### src/rtl/fft_pkg.sv
// Purpose: shared FSM state type and parameter defaults for the FFT address sequencer.
// Latency: none; this file holds only types, constants and a constant helper.
// Backpressure: not applicable.
package fft_pkg;

  localparam int LOG2N_DEF  = 9;
  localparam int BF_LAT_DEF = 3;

  typedef enum logic [1:0] {
    ST_IDLE  = 2'd0,
    ST_RUN   = 2'd1,
    ST_DRAIN = 2'd2,
    ST_DONE  = 2'd3
  } fft_state_e;

  // Bank written by the final level: levels alternate banks starting with a read of RAM0.
  function automatic logic result_bank_of(input int log2n);
    return ((log2n - 1) % 2) == 0;
  endfunction

endpackage

### src/rtl/fft_delay_line.sv
// Purpose: fixed-depth shift register carrying write-side control and addresses.
// Latency: DEPTH enabled cycles from d to q.
// Backpressure: en low freezes every stage; synchronous active-low clear.
module fft_delay_line #(
  parameter int WIDTH = 8,
  parameter int DEPTH = 3
) (
  input  logic             clk,
  input  logic             reset,
  input  logic             en,
  input  logic [WIDTH-1:0] d,
  output logic [WIDTH-1:0] q
);

  logic [WIDTH-1:0] stage_q [DEPTH];

  // Advance all stages together on enabled cycles; reset drops anything in flight.
  always_ff @(posedge clk) begin
    if (!reset) begin
      for (int i = 0; i < DEPTH; i++) stage_q[i] <= '0;
    end else if (en) begin
      stage_q[0] <= d;
      for (int i = 1; i < DEPTH; i++) stage_q[i] <= stage_q[i-1];
    end
  end

  assign q = stage_q[DEPTH-1];

endmodule

### src/rtl/fft_addr_seq.sv
// Purpose: in-place radix-2 FFT address/bank sequencer with ping-pong RAMs.
// Latency: done 1 + LOG2N*(N/2+BF_LAT) cycles after start; writes trail reads by BF_LAT.
// Backpressure: stall freezes issue, drain counting and the write delay line.
module fft_addr_seq
  import fft_pkg::*;
#(
  parameter int LOG2N  = LOG2N_DEF,
  parameter int BF_LAT = BF_LAT_DEF
) (
  input  logic             clk,
  input  logic             reset,
  input  logic             start,
  input  logic             inv,
  input  logic             stall,
  output logic [LOG2N-1:0] rd_add_a,
  output logic [LOG2N-1:0] rd_add_b,
  output logic             rd_valid,
  output logic [LOG2N-2:0] add_tw,
  output logic             tw_conj,
  output logic             rd_bank,
  output logic [LOG2N-1:0] wr_add_a,
  output logic [LOG2N-1:0] wr_add_b,
  output logic             we0,
  output logic             we1,
  output logic             busy,
  output logic             done,
  output logic             result_bank
);

  localparam int JW  = LOG2N - 1;
  localparam int LW  = $clog2(LOG2N);
  localparam int DW  = (BF_LAT > 1) ? $clog2(BF_LAT) : 1;
  localparam int DLW = 2 + 2 * LOG2N;

  localparam logic [JW-1:0] J_LAST = '1;
  localparam logic [LW-1:0] L_LAST = LW'(LOG2N - 1);
  localparam logic [DW-1:0] D_LAST = DW'(BF_LAT - 1);

  fft_state_e    state_q, state_d;
  logic [LW-1:0] lvl_q, lvl_d;
  logic [JW-1:0] j_q, j_d;
  logic [DW-1:0] dcnt_q, dcnt_d;
  logic          inv_q, inv_d;
  logic          resb_q, resb_d;

  logic [LOG2N-1:0] a_hold_q, b_hold_q;
  logic [JW-1:0]    tw_hold_q;

  logic [2*LOG2N-1:0] rot_a, rot_b;
  logic [LOG2N-1:0]   a_now, b_now;
  logic [JW-1:0]      tw_mask, tw_now;
  logic               in_run, issue;

  logic [DLW-1:0] dl_d, dl_q;
  logic           dl_vld, dl_bank;

  assign in_run = (state_q == ST_RUN);
  assign issue  = in_run && !stall;

  // Butterfly operand addresses are 2j and 2j+1 rotated left by the level; the
  // twiddle index keeps only the top L bits of j.
  always_comb begin
    rot_a   = {2{{j_q, 1'b0}}} << lvl_q;
    rot_b   = {2{{j_q, 1'b1}}} << lvl_q;
    a_now   = rot_a[2*LOG2N-1:LOG2N];
    b_now   = rot_b[2*LOG2N-1:LOG2N];
    tw_mask = {JW{1'b1}} << (JW - int'(lvl_q));
    tw_now  = j_q & tw_mask;
  end

  // Level/butterfly sequencing; DRAIN waits for the last write of a level to land
  // before the next level may read it back.
  always_comb begin
    state_d = state_q;
    lvl_d   = lvl_q;
    j_d     = j_q;
    dcnt_d  = dcnt_q;
    inv_d   = inv_q;
    resb_d  = resb_q;
    case (state_q)
      ST_IDLE: begin
        if (start) begin
          state_d = ST_RUN;
          lvl_d   = '0;
          j_d     = '0;
          inv_d   = inv;
        end
      end
      ST_RUN: begin
        if (!stall) begin
          j_d = j_q + 1'b1;
          if (j_q == J_LAST) begin
            state_d = ST_DRAIN;
            dcnt_d  = '0;
            j_d     = '0;
          end
        end
      end
      ST_DRAIN: begin
        if (!stall) begin
          if (dcnt_q == D_LAST) begin
            if (lvl_q == L_LAST) begin
              state_d = ST_DONE;
              lvl_d   = '0;
              resb_d  = result_bank_of(LOG2N);
            end else begin
              state_d = ST_RUN;
              lvl_d   = lvl_q + 1'b1;
            end
          end else begin
            dcnt_d = dcnt_q + 1'b1;
          end
        end
      end
      ST_DONE:  state_d = ST_IDLE;
      default:  state_d = ST_IDLE;
    endcase
  end

  // Control state registers with synchronous active-low reset.
  always_ff @(posedge clk) begin
    if (!reset) begin
      state_q <= ST_IDLE;
      lvl_q   <= '0;
      j_q     <= '0;
      dcnt_q  <= '0;
      inv_q   <= 1'b0;
      resb_q  <= 1'b0;
    end else begin
      state_q <= state_d;
      lvl_q   <= lvl_d;
      j_q     <= j_d;
      dcnt_q  <= dcnt_d;
      inv_q   <= inv_d;
      resb_q  <= resb_d;
    end
  end

  // Remember the last issued addresses so they stay on the bus outside RUN.
  always_ff @(posedge clk) begin
    if (!reset) begin
      a_hold_q  <= '0;
      b_hold_q  <= '0;
      tw_hold_q <= '0;
    end else if (issue) begin
      a_hold_q  <= a_now;
      b_hold_q  <= b_now;
      tw_hold_q <= tw_now;
    end
  end

  assign dl_d = {issue, lvl_q[0], a_now, b_now};

  fft_delay_line #(
    .WIDTH (DLW),
    .DEPTH (BF_LAT)
  ) u_delay (
    .clk   (clk),
    .reset (reset),
    .en    (!stall),
    .d     (dl_d),
    .q     (dl_q)
  );

  assign {dl_vld, dl_bank, wr_add_a, wr_add_b} = dl_q;

  assign rd_valid    = issue;
  assign rd_add_a    = in_run ? a_now  : a_hold_q;
  assign rd_add_b    = in_run ? b_now  : b_hold_q;
  assign add_tw      = in_run ? tw_now : tw_hold_q;
  assign rd_bank     = lvl_q[0];
  assign tw_conj     = inv_q;
  assign we1         = dl_vld && !dl_bank && !stall;
  assign we0         = dl_vld &&  dl_bank && !stall;
  assign busy        = (state_q == ST_RUN) || (state_q == ST_DRAIN);
  assign done        = (state_q == ST_DONE);
  assign result_bank = resb_q;

endmodule

### config.mk
export PLATFORM = sky130hd
export DESIGN_NAME = fft_addr_seq
export DESIGN_NICKNAME = d
export VERILOG_FILES = /design/src/rtl/fft_pkg.sv /design/src/rtl/fft_delay_line.sv /design/src/rtl/fft_addr_seq.sv
export SDC_FILE = /design/constraint.sdc
export NUM_CORES = 1
export LEC_CHECK = 0
export CAP_MARGIN = 20
export CELL_PAD_IN_SITES_DETAIL_PLACEMENT = 1
export CELL_PAD_IN_SITES_GLOBAL_PLACEMENT = 2
export CORE_ASPECT_RATIO = 1.4
export CORE_UTILIZATION = 36
export DETAILED_ROUTE_END_ITERATION = 10
export PLACE_DENSITY_LB_ADDON = 0.3
export SYNTH_ARGS = -nofsm -noshare
export SYNTH_HDL_FRONTEND = slang
export SYNTH_SLANG_ARGS = --single-unit
### constraint.sdc
create_clock -name clk -period 3.7 [get_ports clk]
set_clock_uncertainty 0.05 [all_clocks]
set_input_delay 0.74 -clock clk [delete_from_list [all_inputs] [get_ports clk]]
set_output_delay 0.74 -clock clk [all_outputs]
set_load 0.01 [all_outputs]
==> results of run 1 <==
[routing by layer]
| layer | vias to the layer above | global-route usage, % | share of wire (%) |
|---|---|---|---|
| met5 | - | 0 | 0 |
| li1 | 2067 | - | - |
| met3 | 19 | 2.94 | 1.9 |
| met4 | 0 | 6.92 | 2.4 |
| met1 | 2155 | 22.4 | 40 |
| met2 | 72 | 38.5 | 56 |
[power by group through the flow]
stage | clock network, mW | logic, mW | registers, mW
floorplan | 0 | 0.529 | 1.36
global placement | 0 | 0.884 | 1.37
detailed placement | 0 | 0.903 | 1.38
CTS | 0.989 | 0.907 | 1.36
global route | 1.03 | 0.989 | 1.37
finish | 0.952 | 0.904 | 1.35
[sequential cells by signal (all words and copies together), names as in the netlist]
register         flops
result_bank          1
dcnt_q               2
u_delay.stage_q     60
tw_hold_q            8
state_q              2
b_hold_q             9
tw_conj              1
lvl_q                4
j_q                  8
a_hold_q             9
[critical path, stage by stage, from the launching register on]
cell and delay [ps]:
dfxtp_2 410, buf_12 190, xor2_4 210, o221ai_1 190
mux2_2 310, nand2b_1 240, a31oi_1 300, clkdlybuf4s50_1 580
[placed cells by master (no fill, tap or decap), types with 4 or more instances in the layout]
cell	n
buf_4	23
and3_1	4
clkbuf_16	10
o21ai_0	37
edfxtp_1	60
mux2_2	5
nand2b_1	11
a21oi_1	31
or3b_2	6
mux2i_1	11
a21boi_0	9
nor2b_1	9
o21a_1	6
inv_1	13
nand2_1	43
nand4_1	5
ha_1	9
and2_1	48
nand3_1	19
clkdlybuf4s50_1	56
a21o_1	5
o31ai_1	8
o211ai_1	4
nor3_1	12
nor2_1	40
dfxtp_1	41
a31oi_1	7
[stage by stage]
step	hold slack [ps]	instance area (um2)	cells	util (%)	total power, mW
2_1_floorplan	391	5510	568	-	1.89
3_3_place_gp	401	6200	775	41.4	2.26
3_5_place_dp	415	6200	775	41.4	2.28
4_1_cts	426	6500	791	43.4	3.25
5_1_grt	444	6580	795	43.9	3.39
6_report	421	6580	795	43.9	3.21
[cell families (layout without fill, tap and decap cells)]
logic type | count (synthesis) | in the layout
XOR/XNOR | 7 | 7
multiplexers | 21 | 21
buffers and inverters | 79 | 114
flip-flops | 104 | 104
adder cells (fa/ha/maj) | 9 | 9
AND/OR/NAND/NOR | 212 | 212
AO/OA/AOI/OAI | 136 | 136
[worst max path at each step]
stage	startpoint	endpoint	slack, ps	cells past startpoint
CTS	lvl_q[0]	rd_add_b[4]	8	7
floorplan	lvl_q[0]	add_tw[2]	550	9
global placement	lvl_q[0]	add_tw[2]	400	7
finish	lvl_q[0]	rd_add_b[4]	130	7
detailed placement	lvl_q[0]	rd_add_b[5]	360	7
global route	lvl_q[3]	rd_add_a[5]	2	8
[area by class of cell]
| cell class | count | area (um2) |
|---|---|---|
| Sequential cell | 104 | 2690 |
| Inverter | 14 | 52.6 |
| Tap cell | 192 | 240 |
| Clock buffer | 9 | 225 |
| Clock inverter | 7 | 66.3 |
| Fill cell | 1689 | 8410 |
| Timing Repair Buffer | 84 | 830 |
| Multi-Input combinational cell | 385 | 2480 |
[what timing repair did]
| action | CTS | global route |
|---|---|---|
| gates cloned | 0 | 1 |
| buffers inserted | 0 | 2 |
| pin swaps | 0 | 1 |
| endpoints found under the setup margin | 3 | 16 |
| resized for setup | 3 | 8 |
==> impl_metrics.json, run 1 <==
{
  "maxCapViolations": 0,
  "cp-end-kind": "output port",
  "clk_latency_ps": 350,
  "swShare_pct": 33.0,
  "critical_path.startpoint_type": "flop",
  "ys.flop_type": "edfxtp_1",
  "cp_max_fo": 18,
  "setup_viol": 0,
  "synth_compound_area_share_pct": 16.2,
  "yosys-mux-area-fraction_pct": 4.68,
  "max-vdd-ir-drop_mv": 0.303,
  "slew_headroom_pct": 42.4,
  "synthAdderAreaFrac_pct": 2.04,
  "synth-simple-area-share_pct": 20.1,
  "synth_top_family_by_area": "simple AND/OR/NAND/NOR gates",
  "grt_pass1_wl_um": 24200,
  "powerDensity_nw_per_um2": 488,
  "p_switching_mw": 1.06,
  "cp.required_ps": 2910,
  "crit_type": "flop to output port",
  "via_per_inst": 5.43,
  "clock_sinks": 104,
  "drt_wl_total_um": 15600,
  "rows": 53,
  "io_pins": 57,
  "finalHoldViolCount": 0,
  "drv_slew": 0,
  "cts.clk_slew.worst_paths_ps": 80,
  "cts_buffer_depth": 2,
  "r2r_cells": 8,
  "cts_tree": "yes",
  "drive_gt1_share_pct": 12.4,
  "min_path_cells": 2,
  "syn_avg_cell_area_um2": 9.71,
  "diodes": 0,
  "cts_made_buffers": 9,
  "gp_congestion": 0.881,
  "synth_seq_cells": 104,
  "combPwrFrac_pct": 28.1,
  "place_ws_ps": 355,
  "leakagePower_nw": 2.36,
  "grt_pass1_vias": 4503,
  "min_period_over_period_pct": 96.5,
  "portBuffers": 56,
  "r2r_end": "tw_hold_q[0]",
  "synth.cells.most_frequent": "edfxtp_1 (60), and2_1 (48), dfxtp_1 (44), nand2_1 (44), nor2_1 (40)",
  "reg2reg_slack_ps": 1140,
  "power_frac_seq_pct": 42.2,
  "yosysWarningCount": 0,
  "timing.fmax_mhz": 280,
  "synth_top_area_share_pct": 32.7,
  "vias": 4313,
  "yosys.cell_count.top_type": "edfxtp_1",
  "hold_class": "flop to flop",
  "drc": 0,
  "fin_crit_ps": 3570,
  "grt_max_degree": 61,
  "rsz0062_at_grt": "no",
  "drt_iter0_markers": 150,
  "synth_edf_count": 60,
  "final.setup.tns_ps": 0,
  "crit_arrival_ps": 2780,
  "setup_ws_ps": 129,
  "h-tree-depth": 3,
  "syn_area_um2": 5510,
  "die_h_um": 148,
  "tightest_slew_ps": 864,
  "clkPwrFrac_pct": 29.7,
  "hp-start": "tw_hold_q[3]",
  "r2r_start": "state_q[1]",
  "netlist_instances": 568,
  "synthArstFlopShare_pct": 0,
  "start_util_pct": 36.8,
  "hold-path-endpoint": "tw_hold_q[3]",
  "drtPass1Iterations": 4,
  "status": "complete, no violations",
  "synthDistinctLibCells": 63,
  "synth-xor-area-share_pct": 1.25,
  "yosys-top-cells-area": "edfxtp_1 (33%), dfxtp_1 (16%), and2_1 (5.4%)",
  "core_area_um2": 15000,
  "dieArea_um2": 15800,
  "syn_to_final_growth_pct": 19.4,
  "antenna_found_initial": 0,
  "p_int_mw": 2.15,
  "ant_nets": 0,
  "post-synth-top-area-cell": "edfxtp_1",
  "die_x_um": 107,
  "grt_usage_pct": 20.2,
  "hpwlAfterDp_um": 11200,
  "seq_area_frac_synth_pct": 48.7,
  "cts_hold_buf": 0,
  "post_drt_wl_per_cell_um": 19.6,
  "num-nets-final": 612,
  "globalRoute.totalOverflow": 0,
  "cts_root_buffer": "clkbuf_16",
  "synth_nets": 582
}
No activity file was read; power rests on OpenSTA's default activity.
==> run 2, diff against run 1 <==
Settings changed: CORE_UTILIZATION 36 to 37, SYNTH_HIERARCHICAL set to 1.
==> run 2 against run 1 <==
  * Critical path depth is the same
  * Count of clock-buffer cells in the layout is the same
  * Sequential power is essentially flat
  * Core utilization grew 0.90 points
  * Area after synthesis grew 5.6%
==> impl_metrics.json, run 2 <==
{
  "cp_num_buf_inv": 2,
  "leakagePower_nw": 2.65,
  "die_h_um": 150,
  "cp.required_ps": 2910,
  "crit_arrival_ps": 2810,
  "status": "complete, no violations",
  "syn_area_um2": 5820,
  "setup_ws_ps": 97.8,
  "synthArstFlopShare_pct": 0,
  "clkPwrFrac_pct": 30.2,
  "cts_made_buffers": 9,
  "r2r_end": "j_q[6]",
  "min_period_over_period_pct": 97.4,
  "netlist_instances": 589,
  "grt_max_degree": 61,
  "die_x_um": 108,
  "cts_buffer_depth": 2,
  "synth_edf_count": 60,
  "worst_path_largest_cell_delay_ps": 520,
  "post-synth-top-area-cell": "edfxtp_1",
  "r2r_cells": 9,
  "min_path_cells": 2,
  "yosysWarningCount": 6,
  "hold-path-endpoint": "tw_hold_q[1]",
  "synth_seq_cells": 104,
  "seq_area_frac_synth_pct": 46.1,
  "tightest_slew_ps": 625,
  "globalRoute.totalOverflow": 0,
  "slew_headroom_pct": 58.3,
  "maxCapViolations": 0,
  "hold_ws_ps": 411,
  "powerDensity_nw_per_um2": 470,
  "worstPathCellList": "buf_4, nand2b_1, o22ai_1, a211oi_1, nor2_1, mux2_2, clkdlybuf4s50_1",
  "grt_pass1_wl_um": 25500,
  "drt_iter0_markers": 257,
  "fin_crit_ps": 3600,
  "hold_class": "flop to flop",
  "reg.largest.list": "u_delay/stage_q x60, a_hold_q x9, b_hold_q x9",
  "instances_no_fill": 811,
  "cts.clk_slew.worst_paths_ps": 80,
  "antenna_found_initial": 0,
  "fillers": 1720,
  "synth.cells.most_frequent": "and3_2 (60), edfxtp_1 (60), dfxtp_1 (44), nand2_1 (44), nor2_1 (42)",
  "synth_nets": 603,
  "dieArea_um2": 16300,
  "critPathSlowestCell": "dfxtp_2",
  "cts_tree": "yes",
  "postCtsSetupBuffers": 0,
  "power_frac_seq_pct": 41.7,
  "finalHoldViolCount": 0,
  "clk_latency_ps": 360,
  "largest_reg_flops": 60,
  "cts_hold_buf": 0,
  "drv_slew": 0,
  "regMostFlops": "u_delay/stage_q",
  "cts_resized": 5,
  "r2r_start": "state_q[1]",
  "core_area_um2": 15200,
  "setup_viol": 0,
  "gp_congestion": 0.948,
  "drtPass1Iterations": 4,
  "hp-start": "tw_hold_q[1]",
  "start_util_pct": 38.3,
  "post_dp_cell_area_um2": 6460,
  "io_pins": 57,
  "crit_type": "flop to output port",
  "rsz0062_at_grt": "yes",
  "cp_max_fo": 16,
  "cts_root_buffer": "clkbuf_16",
  "final.setup.tns_ps": 0,
  "h-tree-depth": 3,
  "grt_usage_pct": 20.5,
  "layout_common_cells": "and3_2 (60), edfxtp_1 (60), clkdlybuf4s50_1 (55)",
  "via_per_inst": 5.58,
  "ys.flop_type": "edfxtp_1",
  "cp-end-kind": "output port",
  "rows": 53,
  "drt_wl_total_um": 15900,
  "fin_area_um2": 6800,
  "syn_to_final_growth_pct": 16.8,
  "critical_path.startpoint_type": "flop",
  "p_switching_mw": 1.06,
  "ant_nets": 0,
  "timing.fmax_mhz": 278,
  "hpwlAfterDp_um": 11200,
  "place_ws_ps": 125,
  "grt_pass1_vias": 4756,
  "drive_gt1_share_pct": 24.7,
  "placed_cells": 795,
  "synthDistinctLibCells": 64,
  "swShare_pct": 33.1,
  "reg2reg_slack_ps": 1050,
  "vias": 4527,
  "post_drt_wl_per_cell_um": 19.6,
  "cp_top_family": "buffers and inverters",
  "max-vdd-ir-drop_mv": 0.243,
  "yosys-top-cells-area": "edfxtp_1 (31%), dfxtp_1 (15%), and3_2 (7.7%)",
  "portBuffers": 56,
  "drc": 0,
  "combPwrFrac_pct": 28.1,
  "p_int_mw": 2.14,
  "num-nets-final": 628,
  "syn_avg_cell_area_um2": 9.89,
  "synth_top_area_share_pct": 30.9,
  "clock_sinks": 104,
  "diodes": 0
}
==> run 2: changes by cell type after synthesis, moves of 11 or more <==
cell / before / now
and3_2: 0 / 60
and2_1: 48 / 2
clkbuf_1: 36 / 23
mux2_2: 5 / 16
==> run 2: per-layer routing <==
layer	global-route usage (%)	routed length (um)
met5	0	0
met4	7.05	270
met2	39.1	8700
met1	22.7	6440
met3	2.90	472
==> run 2: kinds of logic after synthesis <==
family / Yosys count / synth area share (%)
muxes: 41 / 9.24
and+or+nand+nor: 213 / 20.2
AOI/OAI and AO/OA: 123 / 13.4
adders and majority gates: 9 / 1.93
xor gates and xnor gates: 5 / 0.752
buffers and inverters: 94 / 8.38
DFF: 104 / 46.1
==> run 2: worst reg2reg max path, stage by stage (launching register included) <==
cell     delay, ps
dfxtp_1        340
inv_1          140
ha_2           610
buf_4          340
buf_4          200
mux2i_1        120
a21oi_1        350
nand4_1        170
xor2_1         160
nor2_1          50
==> run 2: area by class of cell <==
| cell class | count | area [um2] | share of cell area (%) |
|---|---|---|---|
| Timing Repair Buffer | 85 | 798 | 11.7 |
| Inverter | 23 | 86.3 | 1.27 |
| Tap cell | 192 | 240 | 3.53 |
| Multi-Input combinational cell | 391 | 2700 | 39.7 |
| Sequential cell | 104 | 2690 | 39.5 |
| Clock buffer | 9 | 225 | 3.31 |
| Clock inverter | 7 | 66.3 | 0.975 |
==> run 2: through the flow <==
stage	total power, mW	util, %
floorplan	1.90	-
global placement	2.24	42.6
detailed placement	2.26	42.6
CTS	3.23	44.5
global route	3.35	44.8
finish	3.20	44.8
==> run 2: how the worst max path moves through the flow <==
stage | slack [ps] | startpoint | end | depth (start not counted)
6_report | 100 | lvl_q[2] | rd_add_b[4] | 7
3_5_place_dp | 130 | lvl_q[2] | rd_add_b[6] | 7
2_1_floorplan | 630 | lvl_q[0] | add_tw[0] | 10
4_1_cts | 1 | j_q[0] | rd_add_b[6] | 7
5_1_grt | -40 | lvl_q[2] | rd_add_a[4] | 7
3_3_place_gp | 120 | lvl_q[2] | rd_add_b[6] | 7
==> run 2: power groups by stage <==
stage	clock (mW)	sequential, mW	combinational (mW)
6_report	0.966	1.33	0.897
5_1_grt	1.03	1.34	0.979
3_3_place_gp	0	1.35	0.888
2_1_floorplan	0	1.35	0.551
3_5_place_dp	0	1.36	0.900
4_1_cts	0.988	1.33	0.906
==> run 3, diff against run 2 <==
Settings changed: CTS_CLUSTER_SIZE set to 28.
==> results of run 3 <==
No change in the layout: final DEF, timing and power equal those of run 2.
